<file path="config.mk">
export PLATFORM = sky130hd
export DESIGN_NAME = uart_rx_op
export DESIGN_NICKNAME = d
export VERILOG_FILES = /design/src/rtl/uart_rx_op.sv
export SDC_FILE = /design/constraint.sdc
export NUM_CORES = 1
export LEC_CHECK = 0
export ABC_CLOCK_PERIOD_IN_PS = 3600
export BUFFER_PORTS_ARGS = -buffer_cell sky130_fd_sc_hd__buf_2
export CAP_MARGIN = 30
export CORE_MARGIN = 5
export CORE_UTILIZATION = 33
export CTS_BUF_LIST = sky130_fd_sc_hd__clkbuf_8
export DETAILED_ROUTE_END_ITERATION = 8
export PLACE_DENSITY = 0.56
export SLEW_MARGIN = 5
export SYNTH_ARGS = -nofsm -noshare
export SYNTH_HDL_FRONTEND = slang
export SYNTH_SLANG_ARGS = --single-unit
</file>
<file path="constraint.sdc">
create_clock -name clk_i -period 3.6 [get_ports clk_i]
set_input_delay 0.54 -clock clk_i [delete_from_list [all_inputs] [get_ports clk_i]]
set_output_delay 0.54 -clock clk_i [all_outputs]
set_load 0.01 [all_outputs]
</file>
<file path="src/rtl/uart_rx_op.sv">
// UART receiver: oversampled 8-bit frame recovery with optional parity.
// Emits each byte with a one-cycle valid strobe and per-frame error flags.
module uart_rx_op #(
  parameter int CLKS_PER_BIT = 868,
  parameter bit VERIFY_ON    = 1'b0,
  parameter bit VERIFY_EVEN  = 1'b0
) (
  input  logic       clk_i,
  input  logic       resetn_i,
  input  logic       uart_rx_i,
  output logic [7:0] dataout_o,
  output logic       valid_o,
  output logic       parity_err_o,
  output logic       frame_err_o,
  output logic       uart_busy_o
);

  localparam int CW   = $clog2(CLKS_PER_BIT);
  localparam int HALF = CLKS_PER_BIT / 2;
  localparam logic [CW-1:0] LAST = CW'(CLKS_PER_BIT - 1);
  localparam logic [CW-1:0] MID  = CW'(HALF - 1);

  typedef enum logic [2:0] {
    IDLE, START, DATA, PARITY, STOP
  } state_t;

  state_t state_q, state_d;

  logic          rx_meta_q, rx_s_q, rx_q;
  logic [CW-1:0] cnt_q, cnt_d;
  logic [2:0]    bit_cnt_q, bit_cnt_d;
  logic [7:0]    shreg_q, shreg_d;
  logic          par_q, par_d;
  logic [7:0]    dout_q, dout_d;
  logic          valid_q, valid_d;
  logic          perr_q, perr_d;
  logic          ferr_q, ferr_d;
  logic          busy_q, busy_d;
  logic          exp_par;

  assign exp_par = VERIFY_EVEN ? (^shreg_q) : (~^shreg_q);

  always_ff @(posedge clk_i) begin
    if (!resetn_i) begin
      rx_meta_q <= 1'b1;
      rx_s_q    <= 1'b1;
      rx_q      <= 1'b1;
    end else begin
      rx_meta_q <= uart_rx_i;
      rx_s_q    <= rx_meta_q;
      rx_q      <= rx_s_q;
    end
  end

  always_ff @(posedge clk_i) begin
    if (!resetn_i) begin
      state_q   <= IDLE;
      cnt_q     <= '0;
      bit_cnt_q <= '0;
      shreg_q   <= '0;
      par_q     <= 1'b0;
      dout_q    <= '0;
      valid_q   <= 1'b0;
      perr_q    <= 1'b0;
      ferr_q    <= 1'b0;
      busy_q    <= 1'b0;
    end else begin
      state_q   <= state_d;
      cnt_q     <= cnt_d;
      bit_cnt_q <= bit_cnt_d;
      shreg_q   <= shreg_d;
      par_q     <= par_d;
      dout_q    <= dout_d;
      valid_q   <= valid_d;
      perr_q    <= perr_d;
      ferr_q    <= ferr_d;
      busy_q    <= busy_d;
    end
  end

  always_comb begin
    state_d   = state_q;
    cnt_d     = cnt_q;
    bit_cnt_d = bit_cnt_q;
    shreg_d   = shreg_q;
    par_d     = par_q;
    dout_d    = dout_q;
    valid_d   = 1'b0;
    perr_d    = perr_q;
    ferr_d    = ferr_q;
    busy_d    = busy_q;
    case (state_q)
      IDLE: begin
        if (rx_q && !rx_s_q) begin
          state_d = START;
          cnt_d   = '0;
          busy_d  = 1'b1;
        end
      end
      START: begin
        if (cnt_q == MID) begin
          cnt_d = '0;
          if (!rx_s_q) begin
            state_d   = DATA;
            bit_cnt_d = '0;
          end else begin
            state_d = IDLE;
            busy_d  = 1'b0;
          end
        end else begin
          cnt_d = cnt_q + CW'(1);
        end
      end
      DATA: begin
        if (cnt_q == LAST) begin
          cnt_d              = '0;
          shreg_d[bit_cnt_q] = rx_s_q;
          bit_cnt_d          = bit_cnt_q + 3'd1;
          if (bit_cnt_q == 3'd7) begin
            state_d = VERIFY_ON ? PARITY : STOP;
          end
        end else begin
          cnt_d = cnt_q + CW'(1);
        end
      end
      PARITY: begin
        if (cnt_q == LAST) begin
          cnt_d   = '0;
          par_d   = rx_s_q;
          state_d = STOP;
        end else begin
          cnt_d = cnt_q + CW'(1);
        end
      end
      STOP: begin
        // Leave at mid-stop so a back-to-back start edge is not missed
        if (cnt_q == LAST) begin
          cnt_d   = '0;
          dout_d  = shreg_q;
          valid_d = 1'b1;
          ferr_d  = ~rx_s_q;
          perr_d  = VERIFY_ON & (par_q != exp_par);
          state_d = IDLE;
          busy_d  = 1'b0;
        end else begin
          cnt_d = cnt_q + CW'(1);
        end
      end
      default: begin
        state_d = IDLE;
        busy_d  = 1'b0;
      end
    endcase
  end

  assign dataout_o    = dout_q;
  assign valid_o      = valid_q;
  assign parity_err_o = perr_q;
  assign frame_err_o  = ferr_q;
  assign uart_busy_o  = busy_q;

endmodule
</file>
==> flow_summary.yaml, run 1 <==
run_status:
  status: "finished, final reports clean"
cts:
  clock-sinks: 38
  cts_root_buf: "clkbuf_8"
  cts_setup_buffers: 0
  cts_resized: 0
  clock_tree.htree_level_count: 2
  clkSlewWorstSetupHoldPaths_ns: 0.08
  cts_buffer_depth: 2
  cts_buffers: 5
  clk_latency_ns: 0.28
  cts_tree: "yes"
  cts_hold_buf: 0
floorplan:
  start_util_pct: 33.52
  row_count: 27
  die_w_um: 84.10
  core_um2: 5405
  die-height_um: 84.10
  io_pins: 15
  dieArea_um2: 7072
synth:
  syn-num-nets: 216
  synth-async-reset-ratio_pct: 0
  syn-cell-area_um2: 1812
  synth.avg_cell_area_um2: 8.669
  synth.distinct_cells: 47
  synth_edf_count: 0
  yosysWarnings: 0
  synth_flop_cell: "dfxtp_1"
  syn_inst: 209
  synth-seq-cells: 38
  seq_area_frac_synth_pct: 41.99
route:
  met2_length_um: 1542
  final_antenna_net_count: 0
  wl_met3_um: 129
  dr.pass1.iters: 4
  routed_wl_um: 3549
  vias_per_cell: 4.897
  drt_iter0_drc: 121
  wirelength_met1_um: 1840
  route.detailed.drc: 0
  vias: 1425
  wl_per_cell_um: 12.20
  routed.top_layer: "met4"
sta:
  fmax_mhz: 447.5
  drv_slew: 0
  finClkSkew_ns: 0.007800
  slew_headroom_pct: 47.86
  tightest_slew_ns: 0.7739
  setup_tns_ns: 0
  whs_ns: 0.4069
  period_share_pct: 62.07
  period_needed_ns: 2.235
  rsz0062_at_grt: "false"
  setup_violations: 0
  final-hold-violation-count: 0
setup_path:
  reg2reg_from: "state_q[1]"
  critPathLaunchType: "register"
  ff2ff_setup_slack_ns: 1.37
  r2r_end: "shreg_q[2]"
  critPathBufInv: 0
  crit_path_top_delay_cell: "dfxtp_1"
  crit_family: "simple AND/OR/NAND/NOR gates"
  setup.worst_path.start: "state_q[1]"
  cpPeakStageDelay_ns: 0.60
  required_ns: 3.81
  r2r_cells: 5
  critPathKind: "register to register"
  crit_end: "shreg_q[2]"
  critPathCaptureType: "register"
  path_max_fanout: 15
  crit_arrival_ns: 2.45
  cp_num_cells: 5
  worstPathCellList: "nor3b_1 -> a31oi_1 -> a311o_1 -> nor4_1 -> mux2i_1"
global_routing:
  grt_max_degree: 21
  grt-ovfl-total: 0
  grt_pass1_vias: 1362
  grt_usage_pct: 11.07
  grt_pass1_wl_um: 6499
  antenna_found_initial: 0
power_and_ir_drop:
  powerDensity_nw_per_um2: 434.5
  leakage_nw: 0.8812
  irDropWorstVdd_mv: 0.2119
placement:
  post-dp-hpwl_um: 2413
  io_buffers: 13
  dp_cells: 283
  gp_congestion: 0.7326
cells_and_area:
  register_area_um2: 760.7
  fill_cells: 582
  layout-drive-gt1-share_pct: 11.42
  multi_input_area_um2: 973.4
  post-route-util_pct: 38.08
  antenna_cells: 0
  fin_cells: 291
  final_nets: 225
  syn2layout_area_growth_pct: 13.60
flow_run:
  max-cap-violations: 0
min_path:
  hold_path.class: "register to register"
[per-stage QoR]
stage	instance area [um2]	power, mW	worst slack (ns)
floorplan	1812	0.4556	1.620
global placement	1916	0.4624	1.483
detailed placement	1916	0.4626	1.391
CTS	2058	0.9080	1.357
global route	2058	0.9336	1.140
finish	2058	0.8944	1.365
[metal layers]
metal | track usage, % | vias up
met3 | 2.764 | 2
met5 | 0 | -
met4 | 3.947 | 0
li1 | - | 756
met1 | 15.74 | 646
met2 | 16.07 | 21
[sequential cells by signal (all words and copies together) (netlist names)]
name and cells:
uart_busy_o 1, frame_err_o 1, rx_meta_q 1, rx_q 1, rx_s_q 1, bit_cnt_q 3, dataout_o 8, cnt_q 10
state_q 3, valid_o 1, shreg_q 8
[how the worst min path moves through the flow]
stage	from	end	slack (ns)	cells after the start
after detailed placement	rx_meta_q	rx_s_q	0.39	1
after floorplan	rx_meta_q	rx_s_q	0.39	1
after CTS	rx_meta_q	rx_s_q	0.41	1
final	rx_meta_q	rx_s_q	0.41	1
after global routing	rx_meta_q	rx_s_q	0.43	1
after global placement	rx_meta_q	rx_s_q	0.39	1
[power by group]
| group | switching, mW | internal [mW] |
|---|---|---|
| sequential | 0.00359 | 0.423 |
| clock | 0.147 | 0.296 |
| combinational | 0.0173 | 0.00860 |
| total | 0.168 | 0.727 |
[layout by cell type (no fill, tap or decap), types with 4 or more instances in the layout]
master    netlist  final
dfxtp_1        38     38
nor2_1         22     22
nand2_1        20     20
mux2i_1        13     13
buf_2           2     13
o21ai_0        11     11
nor3b_1         8      8
a21o_1          8      8
a21oi_1         7      7
and3_1          7      7
clkbuf_8        0      6
nor4_1          5      5
nand2b_1        5      5
inv_1           4      4
nand4_1         4      4
ha_1            4      4
[area by class of cell]
cell class | count | area share (%)
multi-input combinational | 154 | 47.29
sequential | 38 | 36.96
tap | 72 | 4.377
clock buffer | 6 | 4.012
timing repair buffer | 14 | 3.526
clock inverter | 2 | 2.918
inverter | 5 | 0.9119
[Yosys cell counts (all sizes together) (2+ instances only)]
library cell	instances	area share [%]
a21o	8	3.3
a21oi	7	1.9
a31oi	2	0.69
and2	3	1.0
and3	7	2.4
buf	5	1.8
clkbuf	7	1.5
dfxtp	38	42
ha	4	2.8
inv	4	0.83
mux2i	13	7.2
nand2	20	4.1
nand2b	5	1.7
nand3	3	0.83
nand3b	2	0.83
nand4	4	1.4
nor2	22	4.6
nor2b	2	0.69
nor3	2	0.55
nor3b	9	4.0
nor4	5	1.7
o2111ai	2	0.97
o211ai	2	0.83
o21ai	13	3.6
o22ai	2	0.69
or2	2	0.69
or3	2	0.97
[cell families (layout without fill, tap and decap cells)]
group                    after synthesis  count (layout)  share of synthesized area, %
AND/OR/NAND/NOR                       92              92                         27.69
buffers and inverters                 17              27                         4.282
adder cells (fa/ha/maj)                4               4                         2.763
AO/OA/AOI/OAI                         42              42                         14.78
other                                  1               1                        0.2070
multiplexers                          14              14                         7.804
XOR/XNOR                               1               1                        0.4835
flip-flops                            38              38                         41.99
[worst reg2reg max path, delay by kind of cell, from the launching register on]
| kind | cells | cell delay (ns) |
|---|---|---|
| compound gates | 2 | 0.55 |
| flops | 1 | 0.60 |
| mux | 1 | 0.22 |
| simple gates | 2 | 0.78 |
No activity file was read; power rests on OpenSTA's default activity.
==> run 2: changes to the inputs <==
--- a/config.mk
+++ b/config.mk
@@ -5,14 +5,14 @@
 export SDC_FILE = /design/constraint.sdc
 export NUM_CORES = 1
 export LEC_CHECK = 0
-export ABC_CLOCK_PERIOD_IN_PS = 3600
+export ABC_CLOCK_PERIOD_IN_PS = 1850
 export BUFFER_PORTS_ARGS = -buffer_cell sky130_fd_sc_hd__buf_2
 export CAP_MARGIN = 30
 export CORE_MARGIN = 5
 export CORE_UTILIZATION = 33
 export CTS_BUF_LIST = sky130_fd_sc_hd__clkbuf_8
 export DETAILED_ROUTE_END_ITERATION = 8
-export PLACE_DENSITY = 0.56
+export PLACE_DENSITY = 0.58
 export SLEW_MARGIN = 5
 export SYNTH_ARGS = -nofsm -noshare
 export SYNTH_HDL_FRONTEND = slang
==> constraint.sdc (replaced) <==
create_clock -name clk_i -period 1.85 [get_ports clk_i]
set_input_delay 0.2775 -clock clk_i [delete_from_list [all_inputs] [get_ports clk_i]]
set_output_delay 0.2775 -clock clk_i [all_outputs]
set_load 0.01 [all_outputs]
==> flow_summary.yaml, run 2 (same netlist as run 1, synthesis figures left out) <==
cts:
  clk_latency_ns: 0.29
  clock_tree.htree_level_count: 2
  cts_tree: "yes"
  cts_buffers: 5
  clock-sinks: 38
  cts_buffer_depth: 2
  cts_hold_buf: 0
  cts_root_buf: "clkbuf_8"
  clkSlewWorstSetupHoldPaths_ns: 0.07
floorplan:
  die_w_um: 84.10
  io_pins: 15
  die-height_um: 84.10
  core_um2: 5405
  start_util_pct: 33.52
  row_count: 27
  dieArea_um2: 7072
route:
  routed_wl_um: 4011
  wirelength_met1_um: 1982
  route.detailed.drc: 0
  dr.pass1.iters: 4
  met2_length_um: 1791
  vias: 1605
  drt_iter0_drc: 92
  vias_per_cell: 5.016
  wl_met3_um: 172
  wl_per_cell_um: 12.53
  routed.top_layer: "met4"
  final_antenna_net_count: 0
setup_path:
  path_max_fanout: 8
  worstPathCellList: "inv_2 -> ha_1 -> nand4_1 -> or3_4 -> a311o_1 -> buf_12 -> or3_4 -> a21oi_2"
  critPathBufInv: 2
  critPathLaunchType: "register"
  critPathCaptureType: "register"
  cpMostUsedCell: "or3_4"
  crit_arrival_ns: 2.18
  cpPeakStageDelay_ns: 0.35
  critPathKind: "register to register"
  crit_family: "simple AND/OR/NAND/NOR gates"
  required_ns: 2.07
  crit_path_top_delay_cell: "or3_4"
min_path:
  hold_path.class: "primary input to register"
run_status:
  violations: "setup timing"
  status: "finished with violations"
placement:
  io_buffers: 13
  post-dp-hpwl_um: 2801
  dp_cells: 310
  gp_congestion: 0.8695
global_routing:
  grt-ovfl-total: 0
  grt_pass1_vias: 1453
  antenna_found_initial: 0
  grt_pass1_wl_um: 6934
  grt_usage_pct: 11.94
  grt_max_degree: 21
power_and_ir_drop:
  leakage_nw: 1.052
  powerDensity_nw_per_um2: 677.0
  irDropWorstVdd_mv: 0.3298
  total_power_mw: 1.630
sta:
  finClkSkew_ns: 0.003685
  period_needed_ns: 1.953
  tightest_slew_ns: 0.6622
  final-hold-violation-count: 0
  slew_headroom_pct: 55.81
  rsz0062_at_grt: "true"
  fmax_mhz: 512.1
  period_share_pct: 105.6
  worst_slack_ns: -0.1027
  whs_ns: 0.1567
  drv_slew: 0
  setup_violations: 5
cells_and_area:
  layout_commonest_cell: "dfxtp_1"
  largest_reg_flops: 10
  final_nets: 255
  layout-drive-gt1-share_pct: 26.21
  post-route-util_pct: 44.54
  top_register: "cnt_q"
  final_cell_mix: "dfxtp_1 (36), buf_4 (26), nor2_1 (22), nand2_1 (20)"
  fin_cells: 320
  antenna_cells: 0
  syn2layout_area_growth_pct: 32.87
flow_run:
  max-cap-violations: 0
## run 2: changes by cell type in the layout (fill, tap and decap cells not counted), moves of 2 or more
cell       delta
buf_4        +25
o21ai_0       -6
o21ai_1       +6
nor4_1        -4
nor4_4        +4
buf_12        +3
dfxtp_1       -2
dfxtp_2       +2
o2111ai_1     -2
## run 2: stage by stage
step / worst slack, ns / TNS, ns / area, um2
floorplan: 0.02541 / 0 / 1864
global placement: -0.03194 / -0.05782 / 2208
detailed placement: -0.1087 / -0.3523 / 2208
CTS: -0.1131 / -0.2915 / 2392
global route: -0.2093 / -1.596 / 2407
finish: -0.1027 / -0.2802 / 2407
## run 2: routing by layer
layer | track usage [%] | vias to the layer above
met2 | 17.65 | 33
li1 | - | 820
met3 | 2.962 | 7
met4 | 4.386 | 0
met1 | 16.65 | 745
met5 | 0 | -
## run 2: final timing paths
kind	cells past startpoint	endpoint	start	slack, ns
setup / recovery	8	bit_cnt_q[0]	cnt_q[1]	-0.10
hold / removal	2	rx_meta_q	uart_rx_i	0.16
setup reg to reg	8	bit_cnt_q[0]	cnt_q[1]	-0.10
hold reg to reg	1	rx_s_q	rx_meta_q	0.41
## run 2: layout make-up
class	instances	area (um2)
inverters	5	18.77
flip-flops and latches	38	763.2
well taps	72	90.09
clock inverters	1	30.03
multi-input cells	154	1066
repair buffers	44	356.6
fillers	533	2998
clock buffers	6	82.58
## run 2: where the power goes
group          switching [mW]  internal (mW)  total, mW
Combinational          0.0428         0.0281     0.0709
Sequential            0.00321          0.823      0.826
Clock                   0.302          0.432      0.733
## run 2: what timing repair did
action                     4_1_cts  5_1_grt
cloned                           1        0
pin swaps                        5        5
setup endpoints to repair       12       15
buffers inserted                 2        0
resized for setup               13        4
==> run 3: changes to the inputs <==
--- a/config.mk
+++ b/config.mk
@@ -8,11 +8,13 @@
 export ABC_CLOCK_PERIOD_IN_PS = 1850
 export BUFFER_PORTS_ARGS = -buffer_cell sky130_fd_sc_hd__buf_2
 export CAP_MARGIN = 30
+export CELL_PAD_IN_SITES_DETAIL_PLACEMENT = 1
+export CELL_PAD_IN_SITES_GLOBAL_PLACEMENT = 1
 export CORE_MARGIN = 5
 export CORE_UTILIZATION = 33
 export CTS_BUF_LIST = sky130_fd_sc_hd__clkbuf_8
 export DETAILED_ROUTE_END_ITERATION = 8
-export PLACE_DENSITY = 0.58
+export PLACE_DENSITY = 0.7
 export SLEW_MARGIN = 5
 export SYNTH_ARGS = -nofsm -noshare
 export SYNTH_HDL_FRONTEND = slang
==> flow_summary.yaml, run 3 (same netlist as run 1, synthesis figures left out) <==
setup_path:
  crit_arrival_ns: 2.19
  reg2reg_from: "state_q[0]"
  crit_path_top_delay_cell: "dfxtp_1"
  crit_end: "shreg_q[0]"
  path_max_fanout: 5
  critPathKind: "register to register"
  worstPathCellList: "nor4b_1 -> a31oi_1 -> a311o_2 -> buf_4 -> buf_16 -> o211ai_1 -> o31ai_1"
  critPathLaunchType: "register"
  setup.worst_path.start: "state_q[0]"
  required_ns: 2.03
  critPathCaptureType: "register"
  ff2ff_setup_slack_ns: -0.16
  r2r_end: "shreg_q[0]"
  cpPeakStageDelay_ns: 0.42
  r2r_cells: 7
global_routing:
  grt_max_degree: 17
  grt_pass1_wl_um: 7990
  grt-ovfl-total: 0
  grt_pass1_vias: 1690
  grt_usage_pct: 14.04
  antenna_found_initial: 0
cells_and_area:
  layout_commonest_cell: "dfxtp_1"
  design_area_um2: 2424
  top_register: "cnt_q"
  antenna_cells: 0
  final_nets: 256
  largest_reg_flops: 10
  final_cell_mix: "dfxtp_1 (36), buf_4 (28), nor2_1 (22), nand2_1 (19)"
  fin_cells: 321
  layout-drive-gt1-share_pct: 28.51
  syn2layout_area_growth_pct: 33.77
  fill_cells: 653
power_and_ir_drop:
  power_switching_mw: 0.3409
  p_int_mw: 1.282
  clock_power_share_pct: 44.6
  total_power_mw: 1.622
  powerDensity_nw_per_um2: 669.4
  irDropWorstVdd_mv: 0.3330
  leakage_nw: 1.061
  sw_frac_of_total_pct: 21.01
  seq_power_share_pct: 50.9
  p_comb_share_pct: 4.5
placement:
  dp_cells: 312
  place_ws_ns: -0.06619
  io_buffers: 13
  post-dp-hpwl_um: 3276
  postPlaceCellArea_um2: 2223
  gp_congestion: 0.7522
cts:
  cts_buffers: 5
  clk_latency_ns: 0.29
  cts_hold_buf: 0
  cts_tree: "yes"
  clkSlewWorstSetupHoldPaths_ns: 0.07
  clock-sinks: 38
  cts_root_buf: "clkbuf_8"
  cts_buffer_depth: 2
  clock_tree.htree_level_count: 2
sta:
  whs_ns: 0.1593
  rsz0062_at_grt: "true"
  fmax_mhz: 498.5
  worst_slack_ns: -0.1560
  final-hold-violation-count: 0
  drv_slew: 0
  finClkSkew_ns: 0.004211
  setup_violations: 16
  period_needed_ns: 2.006
  period_share_pct: 108.4
run_status:
  status: "finished with violations"
  violations: "setup timing"
floorplan:
  core_um2: 5405
  row_count: 27
  dieArea_um2: 7072
  io_pins: 15
  die-height_um: 84.10
  start_util_pct: 33.52
  die_w_um: 84.10
flow_run:
  max-cap-violations: 0
route:
  vias: 1632
  vias_per_cell: 5.084
  final_antenna_net_count: 0
  routed_wl_um: 4799
  drt_iter0_drc: 58
  route.detailed.drc: 0
  dr.pass1.iters: 4
  wl_per_cell_um: 14.95
min_path:
  hold_path.class: "primary input to register"
  min_from: "uart_rx_i"
## run 3: cell count changes in the layout (fill, tap and decap cells not counted), sizes merged
cell / change
clkbuf: -1
buf: +2
## run 3: what timing repair did
| item | CTS | global route |
|---|---|---|
| setup endpoints to repair | 18 | 20 |
| gates cloned | 1 | 0 |
| buffers inserted | 0 | 1 |
| pin swaps | 3 | 2 |
| endpoints found under the hold margin | 0 | 0 |
| resized for setup | 4 | 10 |
## run 3: worst min-delay path by stage
stage / end / slack [ns] / depth (start not counted)
after floorplan: rx_s_q / 0.35 / 1
after global placement: rx_s_q / 0.39 / 1
after detailed placement: rx_s_q / 0.41 / 1
after CTS: rx_meta_q / 0.15 / 2
after global routing: rx_meta_q / 0.16 / 2
final: rx_meta_q / 0.16 / 2
## run 3: metal layers
layer  vias up  part of all wire (%)  global-route usage (%)
met5         -                     0                       0
met4         0                   1.5                   5.263
met3         7                   2.7                   2.962
met2        21                    47                   22.74
met1       786                    49                   18.20
li1        818                     -                       -
## run 3: cell type report
type                            count  area (um2)  share of cell area, %
Clock inverter                      1       30.03                  1.239
Multi-Input combinational cell    154        1074                  44.30
Tap cell                           72       90.09                  3.717
Inverter                            5       18.77                 0.7744
Sequential cell                    38       765.7                  31.60
Clock buffer                        6       82.58                  3.407
Timing Repair Buffer               45       362.8                  14.97
## run 3: worst max-delay path, delay by kind of cell, from the launching register on
kind                   cells  cell delay, ns
AO/OA/AOI/OAI              4            0.76
flip-flops                 1            0.42
AND/OR/NAND/NOR            1            0.42
buffers and inverters      2            0.30
## run 3: power groups by stage
| stage | combinational (mW) | sequential [mW] | clock (mW) |
|---|---|---|---|
| 2_1_floorplan | 0.0425 | 0.844 | 0 |
| 3_3_place_gp | 0.0693 | 0.845 | 0 |
| 3_5_place_dp | 0.0709 | 0.845 | 0 |
| 4_1_cts | 0.0728 | 0.826 | 0.748 |
| 5_1_grt | 0.0822 | 0.826 | 0.790 |
| 6_report | 0.0729 | 0.826 | 0.724 |
## run 3: metrics by stage
| stage | setup TNS [ns] | utilization, % |
|---|---|---|
| 6_report | -0.9530 | 44.84 |
| 5_1_grt | -2.771 | 44.84 |
| 4_1_cts | -0.6267 | 44.00 |
| 3_5_place_dp | -0.3776 | 41.13 |
| 3_3_place_gp | -0.08627 | 41.13 |
| 2_1_floorplan | 0 | - |
